`src/rtl/uart_sync_fifo.sv`:
```
// Parametrised single-clock FIFO sitting between the UART RX/TX engines and the
// core-side bus. Occupancy, almost-full/almost-empty thresholds, sticky
// overflow/underflow flags, synchronous flush and optional first-word-fall-through.
// Count and all flags come from registered pointers, so wr_en/rd_en never reach
// a flag combinationally.
module uart_sync_fifo #(
  parameter int DATA_W    = 8,
  parameter int DEPTH     = 16,
  parameter int AFULL_TH  = 12,
  parameter int AEMPTY_TH = 2,
  parameter int FWFT      = 0,
  localparam int ADDR_W   = $clog2(DEPTH)
) (
  input  logic              clk,
  input  logic              rst,
  input  logic              fifo_flush,
  input  logic              fifo_wr_en,
  input  logic [DATA_W-1:0] fifo_din,
  input  logic              fifo_rd_en,
  output logic [DATA_W-1:0] fifo_dout,
  output logic              fifo_valid,
  output logic              fifo_empty,
  output logic              fifo_full,
  output logic              fifo_afull,
  output logic              fifo_aempty,
  output logic [ADDR_W:0]   fifo_count,
  output logic              fifo_ovf,
  output logic              fifo_udf
);

  localparam logic [ADDR_W:0] FULL_V   = (ADDR_W+1)'(DEPTH);
  localparam logic [ADDR_W:0] AFULL_V  = (ADDR_W+1)'(AFULL_TH);
  localparam logic [ADDR_W:0] AEMPTY_V = (ADDR_W+1)'(AEMPTY_TH);

  logic [DATA_W-1:0] mem [DEPTH];

  logic [ADDR_W:0]   wrPtr_q, wrPtr_d;
  logic [ADDR_W:0]   rdPtr_q, rdPtr_d;
  logic [DATA_W-1:0] dout_q, dout_d;
  logic              valid_q, valid_d;
  logic              ovf_q, ovf_d;
  logic              udf_q, udf_d;

  logic [ADDR_W:0]   count;
  logic              empty;
  logic              full;
  logic              rdAcc;
  logic              wrAcc;
  logic [DATA_W-1:0] headData;

  // Occupancy falls out of the pointer difference; the extra MSB separates full from empty.
  assign count    = wrPtr_q - rdPtr_q;
  assign empty    = (count == '0);
  assign full     = (count == FULL_V);
  assign headData = mem[rdPtr_q[ADDR_W-1:0]];

  // A read frees a slot, so a write into a full FIFO still succeeds when paired with a read.
  assign rdAcc = fifo_rd_en && !empty && !fifo_flush;
  assign wrAcc = fifo_wr_en && (!full || rdAcc) && !fifo_flush;

  // Next-state: flush wins over everything, otherwise advance pointers and latch sticky errors.
  always_comb begin
    wrPtr_d = wrPtr_q;
    rdPtr_d = rdPtr_q;
    dout_d  = dout_q;
    valid_d = 1'b0;
    ovf_d   = ovf_q;
    udf_d   = udf_q;
    if (fifo_flush) begin
      wrPtr_d = '0;
      rdPtr_d = '0;
      ovf_d   = 1'b0;
      udf_d   = 1'b0;
      if (FWFT != 0 && !empty) begin
        dout_d = headData;
      end
    end else begin
      if (wrAcc) begin
        wrPtr_d = wrPtr_q + 1'b1;
      end
      if (rdAcc) begin
        rdPtr_d = rdPtr_q + 1'b1;
        dout_d  = headData;
        valid_d = 1'b1;
      end
      if (fifo_wr_en && !wrAcc) begin
        ovf_d = 1'b1;
      end
      if (fifo_rd_en && !rdAcc) begin
        udf_d = 1'b1;
      end
    end
  end

  // Control/state registers, cleared asynchronously.
  always_ff @(posedge clk or posedge rst) begin
    if (rst) begin
      wrPtr_q <= '0;
      rdPtr_q <= '0;
      dout_q  <= '0;
      valid_q <= 1'b0;
      ovf_q   <= 1'b0;
      udf_q   <= 1'b0;
    end else begin
      wrPtr_q <= wrPtr_d;
      rdPtr_q <= rdPtr_d;
      dout_q  <= dout_d;
      valid_q <= valid_d;
      ovf_q   <= ovf_d;
      udf_q   <= udf_d;
    end
  end

  // Storage array; deliberately not reset so it maps onto plain RAM.
  always_ff @(posedge clk) begin
    if (wrAcc) begin
      mem[wrPtr_q[ADDR_W-1:0]] <= fifo_din;
    end
  end

  // In fall-through mode the head entry is shown directly; once empty the last shown byte holds.
  assign fifo_dout   = (FWFT != 0 && !empty) ? headData : dout_q;
  assign fifo_valid  = (FWFT != 0) ? !empty : valid_q;
  assign fifo_empty  = empty;
  assign fifo_full   = full;
  assign fifo_afull  = (count >= AFULL_V);
  assign fifo_aempty = (count <= AEMPTY_V);
  assign fifo_count  = count;
  assign fifo_ovf    = ovf_q;
  assign fifo_udf    = udf_q;

endmodule

```
`config.mk`:
```
export PLATFORM = sky130hd
export DESIGN_NAME = uart_sync_fifo
export DESIGN_NICKNAME = d
export VERILOG_FILES = /design/src/rtl/uart_sync_fifo.sv
export SDC_FILE = /design/constraint.sdc
export NUM_CORES = 1
export LEC_CHECK = 0
export CAP_MARGIN = 20
export CELL_PAD_IN_SITES_DETAIL_PLACEMENT = 1
export CELL_PAD_IN_SITES_GLOBAL_PLACEMENT = 1
export CORE_MARGIN = 10
export CORE_UTILIZATION = 55
export DETAILED_ROUTE_END_ITERATION = 12
export PLACE_DENSITY = 0.85
export SYNTH_ARGS = -nofsm -noshare
export SYNTH_HDL_FRONTEND = slang
export SYNTH_SLANG_ARGS = --single-unit
```
`constraint.sdc`:
```
create_clock -name clk -period 6 [get_ports clk]
set_input_delay 1.5 -clock clk [delete_from_list [all_inputs] [get_ports clk]]
set_output_delay 1.5 -clock clk [all_outputs]
set_load 0.1 [all_outputs]
```
==> flow_summary.toml, run 1 <==
[final_layout]
area_growth_pct = 18.70
stdcell_area_um2 = 7448
final.fill_count = 929
fin_nets = 440
diodes = 0
drive_gt1_share_pct = 24.65

[critical_path]
max_stage_delay_ns = 1.02
start_kind = "flip-flop"
required_ns = 4.50
crit_type = "reg -> out"
reg2reg_setup_slack_ns = 2.38
rr_worst_depth = 8
critPathTopFamily = "buffers and inverters"
crit_fanout = 22
path_cells = "fa_1 > nand2b_1 > a21oi_1 > xor2_2 > inv_2 > clkdlybuf4s50_1"
reg2reg_to = "mem[1][5]$_DFFE_PP_"
r2r-start = "rdPtr_q[1]$_DFFE_PP0P_"
crit_path_end_kind = "output pin"
cp.arrival_ns = 4.03
critPathSlowestCell = "clkdlybuf4s50_1"
crit_buf_inv = 2

[logic_synthesis]
post_synth.cell_area_avg_um2 = 17.24
synth_edf_count = 128
ys_seq_area_share_pct = 69.63
synthTopCellsByArea = "edfxtp_1 (61%), mux4_2 (11%), dfrtp_1 (8.4%)"
async_flop_share_pct = 14.09
synth-main-ff-cell = "edfxtp_1"
synth_area_um2 = 6275
ys_types = 45
yosys_register_bits = 149
synthCells = 364
synth_fp_nets = 387
yosys.area.top_type_share_pct = 61.26
ys_warn_count = 0
synth_top_area_cell = "edfxtp_1"

[clock_tree]
cts_buffers = 17
root_buffer = "clkbuf_16"
clk_pin_slew_worst_paths_ns = 0.06
clockBufferDepth = 2
cts_max_level = 4
holdBufCountCts = 0
clock_sinks = 149
post_cts_buffers = 0
postCtsResizedCells = 0
cts_tree = "yes"
clock_latency_ns = 0.42

[timing]
fin_crit_sh_pct = 92.24
finalHoldViolations = 0
rsz0062_at_grt = "no"
post-route-min-period_ns = 5.534
setup_tns_ns = 0
tightest_slew_ns = 1.033
slew-limit-headroom_pct = 30.92
finalSetupViolations = 0
fmax_ghz = 0.1807
slew_viol_final = 0
skew_ns = 0.006799

[global_route]
grt-ovfl-total = 0
globalRouteTotalUtil_pct = 20.67
grt_pass1_vias = 4005
grt_max_degree = 37
antenna_found_initial = 0
grt_pass1_wl_um = 24730

[hold_path]
whs_endpoint = "fifo_udf$_DFFE_PP0P_"
hold_start = "fifo_udf$_DFFE_PP0P_"
whs_path_depth = 2
hold_path.class = "reg -> reg"

[place]
io_buffers = 32
dpl_cell_area_um2 = 6837
place.gp.congestion = 0.8358
dpl.hpwl_um = 9860

[pwr]
ir_drop_v = 0.001185
power_density_nw_per_um2 = 547.1
p_leak_nw = 2.545

[floorplanning]
die_w_um = 126.8
dieArea_um2 = 16080
initial_core_util_pct = 57.13
die_h_um = 126.8
rows = 38
pin_count = 33
core_region_area_um2 = 10980

[run]
drv_cap = 0

[outcome]
status = "completed"

[routing]
drt_first_pass_iters = 5
vias_per_cell = 6.468
routed_wl_um = 16000
dr_total_vias = 3687
drc_errors = 0
postRouteAntennaNets = 0
drt-initial-drc-count = 334
routedWlPerCell_um = 28.08
==> sequential cells by signal, summed over array words and instances (netlist names) <==
signal / flops
mem: 128
fifo_dout: 8
rdPtr_q: 5
wrPtr_q: 5
fifo_ovf: 1
fifo_udf: 1
fifo_valid: 1
==> worst reg2reg max path: stages (launching register included) <==
cell      delay, ns
dfrtp_1        0.76
fa_1           0.67
nand2b_1       0.18
a21oi_1        0.22
xor2_2         0.57
nor3_2         0.11
buf_6          0.19
nor4_1         0.34
buf_4          0.28
==> area by class of cell <==
| class | count | area [µm²] | share of cell area (%) |
|---|---|---|---|
| clock inverter | 11 | 150.1 | 2.016 |
| timing repair buffer | 51 | 461.7 | 6.199 |
| clock buffer | 21 | 450.4 | 6.047 |
| tap | 140 | 175.2 | 2.352 |
| multi-input combinational | 187 | 1799 | 24.16 |
| inverter | 11 | 41.29 | 0.5543 |
| sequential | 149 | 4370 | 58.68 |
==> worst max-delay path by stage <==
stage | startpoint | to | slack [ns] | cells past startpoint
after floorplan | wrPtr_q[0]$_DFFE_PP0P_ | fifo_aempty | 0.49 | 8
after global placement | rdPtr_q[1]$_DFFE_PP0P_ | fifo_count[4] | 1.03 | 6
after detailed placement | rdPtr_q[1]$_DFFE_PP0P_ | fifo_count[4] | 0.93 | 6
after CTS | rdPtr_q[1]$_DFFE_PP0P_ | fifo_count[4] | 0.48 | 6
after global routing | rdPtr_q[1]$_DFFE_PP0P_ | fifo_count[4] | 0.28 | 6
final | rdPtr_q[1]$_DFFE_PP0P_ | fifo_count[4] | 0.47 | 6
==> through the flow <==
step                utilization [%]  hold WS, ns  power [mW]  setup WS, ns  std cells
CTS                           67.71       0.5119       4.097        0.4754        569
global placement              62.25       0.4883       2.944         1.034        537
floorplan                         -       0.5744       2.627        0.4934        364
detailed placement            62.25       0.4978       3.001        0.9280        537
global route                  67.82       0.5316       4.240        0.2775        570
finish                        67.82       0.4997       4.075        0.4656        570
==> report_power, final <==
part	total [mW]	internal [mW]	switching (mW)	leakage, nW
Combinational	1.73	0.494	1.24	0.834
Sequential	1.26	1.20	0.0639	1.42
Clock	1.08	0.668	0.415	0.288
Total	4.08	2.36	1.72	2.54
==> kinds of logic (layout without fill, tap and decap cells) <==
kind of cell | Yosys count | count (layout) | synth area share (%)
mux | 45 | 45 | 13.80
compound gates | 39 | 39 | 4.527
flops | 149 | 149 | 69.63
xor+xnor | 4 | 4 | 0.7978
buf+inv | 28 | 94 | 1.914
simple gates | 89 | 89 | 7.218
fa+ha+maj | 10 | 10 | 2.114
==> layer usage <==
layer | up-vias | wire, µm | global-route usage, %
met5 | - | 0 | 0
met4 | 0 | 580 | 9.645
met3 | 41 | 1060 | 6.414
li1 | 1568 | - | -
met2 | 167 | 8103 | 33.38
met1 | 1911 | 6259 | 24.88
==> layout by cell type (no fill, tap or decap), drive strengths merged, types with 4 or more instances in the layout <==
master / count
nor3: 15
buf: 21
mux2: 12
dfrtp: 21
clkdlybuf4s50: 30
mux4: 32
edfxtp: 128
a21oi: 4
or4: 4
clkbuf: 21
nand2: 20
nor4: 4
o22ai: 16
ha: 9
nand3: 4
o2111ai: 4
nor2b: 4
inv: 14
nor2: 26
==> cell usage after synthesis, types with 2 or more instances <==
cell type,count
o21ai_0,2
mux2_2,12
mux4_2,32
o211ai_1,2
nand2_1,20
a31oi_1,2
nand4_1,3
nand2b_1,3
nor2_1,25
or4_1,4
ha_1,9
o22ai_1,16
o2111ai_1,4
inv_1,10
nand3b_1,2
clkbuf_1,10
edfxtp_1,128
a21oi_1,4
xor2_1,2
nor3_1,14
nor4_1,4
a41oi_1,2
buf_2,6
nor2b_1,4
nand3_1,4
dfrtp_1,21
(Power assumes the default switching activity.)
==> inputs of run 2 (changes only) <==
Settings changed: ABC_CLOCK_PERIOD_IN_PS set to 6000, CORE_MARGIN 10 to not set.
==> run 2 against run 1 <==
Compared with the run above: sequential cell count unchanged; register-to-register slack worse by 0.25 ns; worst hold slack better by 0.013 ns.
==> flow_summary.toml, run 2 (same netlist as run 1, synthesis figures left out) <==
[critical_path]
r2r-start = "wrPtr_q[0]$_DFFE_PP0P_"
reg2reg_setup_slack_ns = 2.13
reg2reg_to = "mem[1][6]$_DFFE_PP_"
critPathTopFamily = "buffers and inverters"
start_kind = "flip-flop"
max_stage_delay_ns = 1.01
crit_buf_inv = 3
cp.arrival_ns = 3.84
crit_fanout = 16
rr_worst_depth = 10
crit_type = "reg -> out"
crit_path_end_kind = "output pin"
path_cells = "inv_1 > ha_1 > fa_1 > nand2b_1 > a21oi_1 > xor2_2 > inv_2 > clkdlybuf4s50_1"
required_ns = 4.50
critPathSlowestCell = "clkdlybuf4s50_1"

[clock_tree]
cts_buffers = 17
root_buffer = "clkbuf_16"
cts_tree = "yes"
holdBufCountCts = 0
postCtsResizedCells = 0
clock_sinks = 149
clockBufferDepth = 2
post_cts_buffers = 0
cts_max_level = 4
clk_pin_slew_worst_paths_ns = 0.06
clock_latency_ns = 0.42

[routing]
drt-initial-drc-count = 286
drt_first_pass_iters = 4
drc_errors = 0
dr_total_vias = 3666
vias_per_cell = 6.409
routed_wl_um = 15550
routedWlPerCell_um = 27.19
postRouteAntennaNets = 0

[floorplanning]
core_region_area_um2 = 10980
dieArea_um2 = 11840
die_h_um = 108.8
initial_core_util_pct = 57.13
rows = 38
pin_count = 33
die_w_um = 108.8

[run]
drv_cap = 0

[pwr]
switching_share_pct = 41.17
internal-power_mw = 2.422
finalPower_mw = 4.118
power_density_nw_per_um2 = 547.5
pwr-share-clk_pct = 27.3
seqPwrFrac_pct = 30.1
ir_drop_v = 0.0006689
comb_power_share_pct = 42.6
p_sw_mw = 1.695
p_leak_nw = 2.580

[global_route]
grt_pass1_vias = 3984
globalRouteTotalUtil_pct = 29.65
grt_pass1_wl_um = 23710
grt-ovfl-total = 0
antenna_found_initial = 0
grt_max_degree = 37

[timing]
finalHoldViolations = 0
post-route-min-period_ns = 5.336
rsz0062_at_grt = "no"
slew-limit-headroom_pct = 34.07
fmax_ghz = 0.1874
setup_tns_ns = 0
tightest_slew_ns = 0.9859
skew_ns = 0.006288
finalSetupViolations = 0
fin_crit_sh_pct = 88.93
slew_viol_final = 0
hold_ws_ns = 0.5127

[place]
io_buffers = 32
place.gp.congestion = 0.8025
dpl.hpwl_um = 9969

[outcome]
status = "completed"

[hold_path]
hold_path.class = "reg -> reg"
whs_endpoint = "fifo_dout[5]$_DFFE_PP0P_"
whs_path_depth = 1
hold_start = "fifo_dout[5]$_DFFE_PP0P_"

[final_layout]
drive_gt1_share_pct = 25.00
area_growth_pct = 19.86
final_common_cell = "edfxtp_1"
final_cell_mix = "edfxtp_1 (128), mux4_2 (32), clkdlybuf4s50_1 (29)"
diodes = 0
fin_nets = 442
largest_reg_flops = 128
## run 2: how the worst max path moves through the flow
| stage | depth (start not counted) | end | from | slack, ns |
|---|---|---|---|---|
| final | 8 | fifo_count[4] | wrPtr_q[0]$_DFFE_PP0P_ | 0.66 |
| after floorplan | 8 | fifo_aempty | wrPtr_q[0]$_DFFE_PP0P_ | 0.49 |
| after detailed placement | 8 | fifo_count[4] | wrPtr_q[0]$_DFFE_PP0P_ | 1.08 |
| after CTS | 8 | fifo_count[4] | wrPtr_q[0]$_DFFE_PP0P_ | 0.65 |
| after global placement | 8 | fifo_count[4] | wrPtr_q[0]$_DFFE_PP0P_ | 1.24 |
| after global routing | 8 | fifo_count[4] | wrPtr_q[0]$_DFFE_PP0P_ | 0.48 |
## run 2: layer usage
metal  up-vias  GRT usage (%)  routed length, µm
met5         -              0                  0
met4         0          17.28                692
met3        48          7.412                976
met2       169          47.88               7769
met1      1876          36.58               6114
li1       1573              -                  -
## run 2: layout make-up
type / instances / area (µm²)
flip-flops and latches: 149 / 4370
fillers: 939 / 3462
multi-input cells: 187 / 1824
repair buffers: 53 / 490.5
clock buffers: 20 / 436.7
clock inverters: 12 / 182.7
well taps: 140 / 175.2
inverters: 11 / 41.29
## run 2: power groups by stage
stage               registers [mW]  logic (mW)  clock network (mW)
floorplan                     1.49        1.14                   0
global placement              1.25        1.70                   0
detailed placement            1.26        1.75                   0
CTS                           1.24        1.76                1.13
global route                  1.24        1.84                1.17
finish                        1.24        1.75                1.12
## run 2: per-stage QoR
stage,cells,area (µm²),utilization (%),worst slack [ns]
2_1_floorplan,364,6289,-,0.4934
3_3_place_gp,536,6852,62.38,1.241
3_5_place_dp,536,6852,62.38,1.080
4_1_cts,568,7471,68.02,0.6486
5_1_grt,572,7521,68.48,0.4827
6_report,572,7521,68.48,0.6641
## run 2: worst register-to-register path, stage by stage, from the launching register on
cell	delay, ns
dfrtp_1	0.42
inv_1	0.11
ha_1	0.23
fa_1	0.43
nand2b_1	0.18
a21oi_1	0.24
xor2_2	0.61
nor3_2	0.18
buf_4	0.25
nor4_2	0.65
buf_4	0.28
